==> config.mk <==
export PLATFORM = sky130hd
export DESIGN_NAME = fsm_seq_tx
export DESIGN_NICKNAME = d
export VERILOG_FILES = /design/src/rtl/fsm_seq_tx.sv
export SDC_FILE = /design/constraint.sdc
export NUM_CORES = 1
export LEC_CHECK = 0
export CAP_MARGIN = 10
export CORE_UTILIZATION = 46
export DETAILED_ROUTE_END_ITERATION = 8
export PLACE_DENSITY_LB_ADDON = 0.25
export SLEW_MARGIN = 20
export SYNTH_ARGS = -nofsm -noshare
export SYNTH_HDL_FRONTEND = slang
export SYNTH_SLANG_ARGS = --single-unit
==> constraint.sdc <==
create_clock -name clk -period 1.5 [get_ports clk]
set_input_delay 0.225 -clock clk [delete_from_list [all_inputs] [get_ports clk]]
set_output_delay 0.225 -clock clk [all_outputs]
set_load 0.05 [all_outputs]
==> src/rtl/fsm_seq_tx.sv <==
// fsm_seq_tx: serial frame transmitter.
// Sends a fixed preamble followed by a latched parallel payload, MSB first,
// one bit per clock, then a single GAP cycle that pulses done. A start seen
// in GAP chains the next frame without dropping busy.
module fsm_seq_tx #(
   parameter int               DATA_W   = 8,
   parameter int               PRE_W    = 3,
   parameter logic [PRE_W-1:0] PREAMBLE = 3'b010
) (
   input  logic              clk,
   input  logic              rst_n,
   input  logic              start,
   input  logic [DATA_W-1:0] data_in,
   output logic              y,
   output logic              busy,
   output logic              done
);

   // Counter must hold PRE_W-1 and DATA_W-1; never narrower than one bit.
   localparam int MAX_W = (PRE_W > DATA_W) ? PRE_W : DATA_W;
   localparam int CNT_W = (MAX_W > 1) ? $clog2(MAX_W) : 1;

   typedef enum logic [1:0] {
      IDLE = 2'd0,
      PRE  = 2'd1,
      DATA = 2'd2,
      GAP  = 2'd3
   } state_t;

   state_t            state_q, state_d;
   logic [CNT_W-1:0]  cnt_q, cnt_d;
   logic [DATA_W-1:0] shift_q, shift_d;
   logic              y_q, y_d;
   logic              busy_q, busy_d;
   logic              done_q, done_d;

   logic [CNT_W-1:0]  cnt_dec;
   logic              pre_next_bit;

   // Select the preamble bit that will be on the line after the next edge.
   always_comb begin
      cnt_dec      = cnt_q - CNT_W'(1);
      pre_next_bit = 1'b0;
      for (int i = 0; i < PRE_W; i++) begin
         if (cnt_dec == CNT_W'(i)) begin
            pre_next_bit = PREAMBLE[i];
         end
      end
   end

   // Next-state and next-output logic; outputs are computed one cycle ahead so they can be registered.
   always_comb begin
      state_d = state_q;
      cnt_d   = cnt_q;
      shift_d = shift_q;
      y_d     = 1'b0;
      busy_d  = busy_q;
      done_d  = 1'b0;
      case (state_q)
         IDLE, GAP: begin
            if (start) begin
               state_d = PRE;
               shift_d = data_in;
               cnt_d   = CNT_W'(PRE_W - 1);
               y_d     = PREAMBLE[PRE_W-1];
               busy_d  = 1'b1;
            end else begin
               state_d = IDLE;
               busy_d  = 1'b0;
            end
         end
         PRE: begin
            busy_d = 1'b1;
            if (cnt_q == '0) begin
               state_d = DATA;
               cnt_d   = CNT_W'(DATA_W - 1);
               y_d     = shift_q[DATA_W-1];
            end else begin
               cnt_d = cnt_dec;
               y_d   = pre_next_bit;
            end
         end
         DATA: begin
            busy_d  = 1'b1;
            shift_d = shift_q << 1;
            if (cnt_q == '0) begin
               state_d = GAP;
               done_d  = 1'b1;
            end else begin
               cnt_d = cnt_dec;
               y_d   = shift_d[DATA_W-1];
            end
         end
         default: begin
            state_d = IDLE;
            cnt_d   = '0;
            shift_d = '0;
            busy_d  = 1'b0;
         end
      endcase
   end

   // State and registered outputs, cleared asynchronously by rst_n.
   always_ff @(posedge clk or negedge rst_n) begin
      if (!rst_n) begin
         state_q <= IDLE;
         cnt_q   <= '0;
         shift_q <= '0;
         y_q     <= 1'b0;
         busy_q  <= 1'b0;
         done_q  <= 1'b0;
      end else begin
         state_q <= state_d;
         cnt_q   <= cnt_d;
         shift_q <= shift_d;
         y_q     <= y_d;
         busy_q  <= busy_d;
         done_q  <= done_d;
      end
   end

   assign y    = y_q;
   assign busy = busy_q;
   assign done = done_q;

endmodule

==> flow_summary.yaml <==
outcome:
  status: "complete, no violations"
synthesis:
  yosysSeqAreaShare_pct: 46.2
  synth_warnings: 0
  synth_largest_area_cell: "dfrtp_1"
  synth_commonest_cells: "16 x dfrtp_1, 9 x nand2_1, 9 x o21ai_0"
  syn_nets: 97
  synth.distinct_cells: 24
  synth_edf_count: 0
  synth-async-reset-ratio_pct: 100
  yosysMostFrequentCell: "dfrtp_1"
  synth_area_um2: 866
  netlist_top_cells_area: "dfrtp_1 46%, ha_1 8.7%, mux2i_1 8.1%, o21ai_0 5.2%, nand2_1 3.9%"
  ys_ff_latch: 16
  synth_ff_type: "dfrtp_1"
  syn_area_per_cell_um2: 10.8
  synth.top_cell.area_share_pct: 46.2
  synthCells: 80
clocking:
  root_buffer: "clkbuf_4"
  htree_levels: 1
  path_clk_slew_ns: 0.09
  cts_made_buffers: 3
  clk_latency_ns: 0.27
  cts_setup_buffers: 0
  tritoncts: "yes"
  clkSinkCount: 16
  clockBufferDepth: 2
die:
  fp.dieW_um: 45.4
  core_mm2: 0.00175
  rows: 15
  die-height_um: 45.4
  dieArea_mm2: 0.00206
  initial_utilization_pct: 49.6
  ios: 14
sta:
  clock.fmax_ghz: 0.702
  slew_headroom_pct: 76.6
  worst_pin_slew_ns: 0.350
  finalSetupViolCount: 0
  rsz0062_at_grt: "yes"
  finalCritPeriodShare_pct: 95.0
  period_minus_slack_ns: 1.42
  hold_viol: 0
  slew_violations: 0
  finClkSkew_ns: 0.00114
setup_path:
  critPathLaunchType: "flop"
  r2r-end: "state_q[1]"
  r2r-start: "state_q[0]"
  cp.required_ns: 1.70
  crit_arrival_ns: 1.63
  cpMaxStageDelayCell: "dfrtp_1"
  cp_common_cell: "buf_4"
  worstPathCellList: "buf_4 > ha_1 > nor2_1 > buf_4 > nor3_1 > a21oi_1"
  crit_path_end_kind: "flop"
  critical-path-max-stage-delay_ns: 0.39
  rrSetupSlack_ns: 0.08
  crit_fanout: 5
  r2r.worst_path.cells: 6
  worst-setup-path-type: "reg2reg"
cells_and_area:
  drive_above_1_share_pct: 26.7
  finalNetCount: 123
  synthToLayoutAreaGrowth_pct: 35.3
  post-route-cell-area_mm2: 0.00117
  fin_util_pct: 67.1
  fin_cells: 130
  diodes: 0
min_path:
  holdCritPathClass: "in2async"
place:
  port_buffers: 13
  dpl_cell_area_mm2: 0.00109
  placed_cells: 126
  gp_congestion: 0.799
  dp_hpwl_mm: 1.22
grt:
  grt_usage_pct: 18.5
  grt_max_degree: 18
  overflow: 0
  first_global_vias: 660
  grt_pass1_wl_mm: 2.82
  antenna_found_initial: 0
detailed_routing:
  via_count: 664
  drtAntennaViolNets: 0
  wirelength_mm: 1.63
  post-route-drc-count: 0
  first_pass_iters: 5
  wire_per_inst_um: 12.5
  routed_via_density: 5.11
  drt_iter0_drc: 6
power_and_ir_drop:
  p_leak_nw: 0.514
  power_density_mw_per_mm2: 2410
  ir_worst_vdd_v: 0.00175
run:
  maxCapViolCount: 0
-- worst max path at each step --
stage / start / to / slack (ns) / depth (start not counted)
floorplan: state_q[0] / shift_q[6] / 0.05 / 6
global placement: state_q[0] / cnt_q[2] / 0.06 / 5
detailed placement: state_q[1] / cnt_q[2] / 0.03 / 4
CTS: state_q[1] / cnt_q[2] / 0.01 / 4
global route: cnt_q[0] / y / -0.03 / 6
finish: state_q[0] / state_q[1] / 0.08 / 6
-- per-stage QoR --
step | hold slack [ns] | setup slack, ns | TNS, ns | total power, W
5_1_grt | 0.272 | -0.0292 | -0.0292 | 0.00307
4_1_cts | 0.264 | 0.0114 | 0 | 0.00269
6_report | 0.258 | 0.0756 | 0 | 0.00282
3_3_place_gp | 0.465 | 0.0550 | 0 | 0.00236
2_1_floorplan | -0.0706 | 0.0463 | 0 | 0.00187
3_5_place_dp | 0.474 | 0.0350 | 0 | 0.00240
-- registers in the layout, indices dropped and copies added (netlist names) --
name,count
shift_q,8
cnt_q,3
state_q,2
busy,1
done,1
y,1
-- cell type report --
cell class                 instances  area, um^2
timing repair buffer              24         218
sequential                        16         400
clock buffer                       4        36.3
fill                             139         574
multi-input combinational         57         470
tap                               25        31.3
inverter                           4        15.0
-- placed cells by master (no fill, tap or decap), types with 2 or more instances in the layout --
cell type,netlist,layout
nand2_1,9,9
clkbuf_4,0,3
clkdlybuf4s50_1,0,10
buf_4,3,13
dfrtp_1,16,16
nor3_1,2,2
ha_4,0,3
inv_1,4,3
a21oi_1,5,5
o21ai_0,9,8
mux2i_1,7,7
ha_1,6,3
nand2b_1,4,4
-- where the power goes --
group,switching (W),internal (W),leakage (nW),total (W)
logic,0.000875,0.000902,0.296,0.00178
clock network,0.000131,0.000147,0.0210,0.000278
registers,0.000125,0.000638,0.197,0.000763
-- logic make-up (layout without fill, tap and decap cells) --
group,after synthesis,after routing,share of synthesized area [%]
compound gates,22,22,16.6
simple gates,20,20,12.4
flops,16,16,46.2
mux,8,8,10.7
buf+inv,7,32,4.33
fa+ha+maj,6,6,8.67
xor+xnor,1,1,1.01
-- layer usage --
metal | GRT usage (%) | routed length [um] | up-vias
met1 | 24.6 | 795 | 313
met3 | 3.97 | 69 | 2
li1 | - | - | 334
met4 | 1.82 | 7 | 0
met2 | 32.0 | 754 | 15
met5 | 0 | 0 | -
-- worst max-delay path, delay by kind of cell (launching register included) --
family	cells	cell delay, ns
buffers and inverters	2	0.31
AND/OR/NAND/NOR	2	0.33
AO/OA/AOI/OAI	1	0.12
adder cells (fa/ha/maj)	1	0.20
flip-flops	1	0.39
-- timing repair --
item,in CTS,in global routing
hold buffers,0,0
gates resized for setup,0,10
endpoints found under the setup margin,0,13
Power figures use the tool's default switching activity.
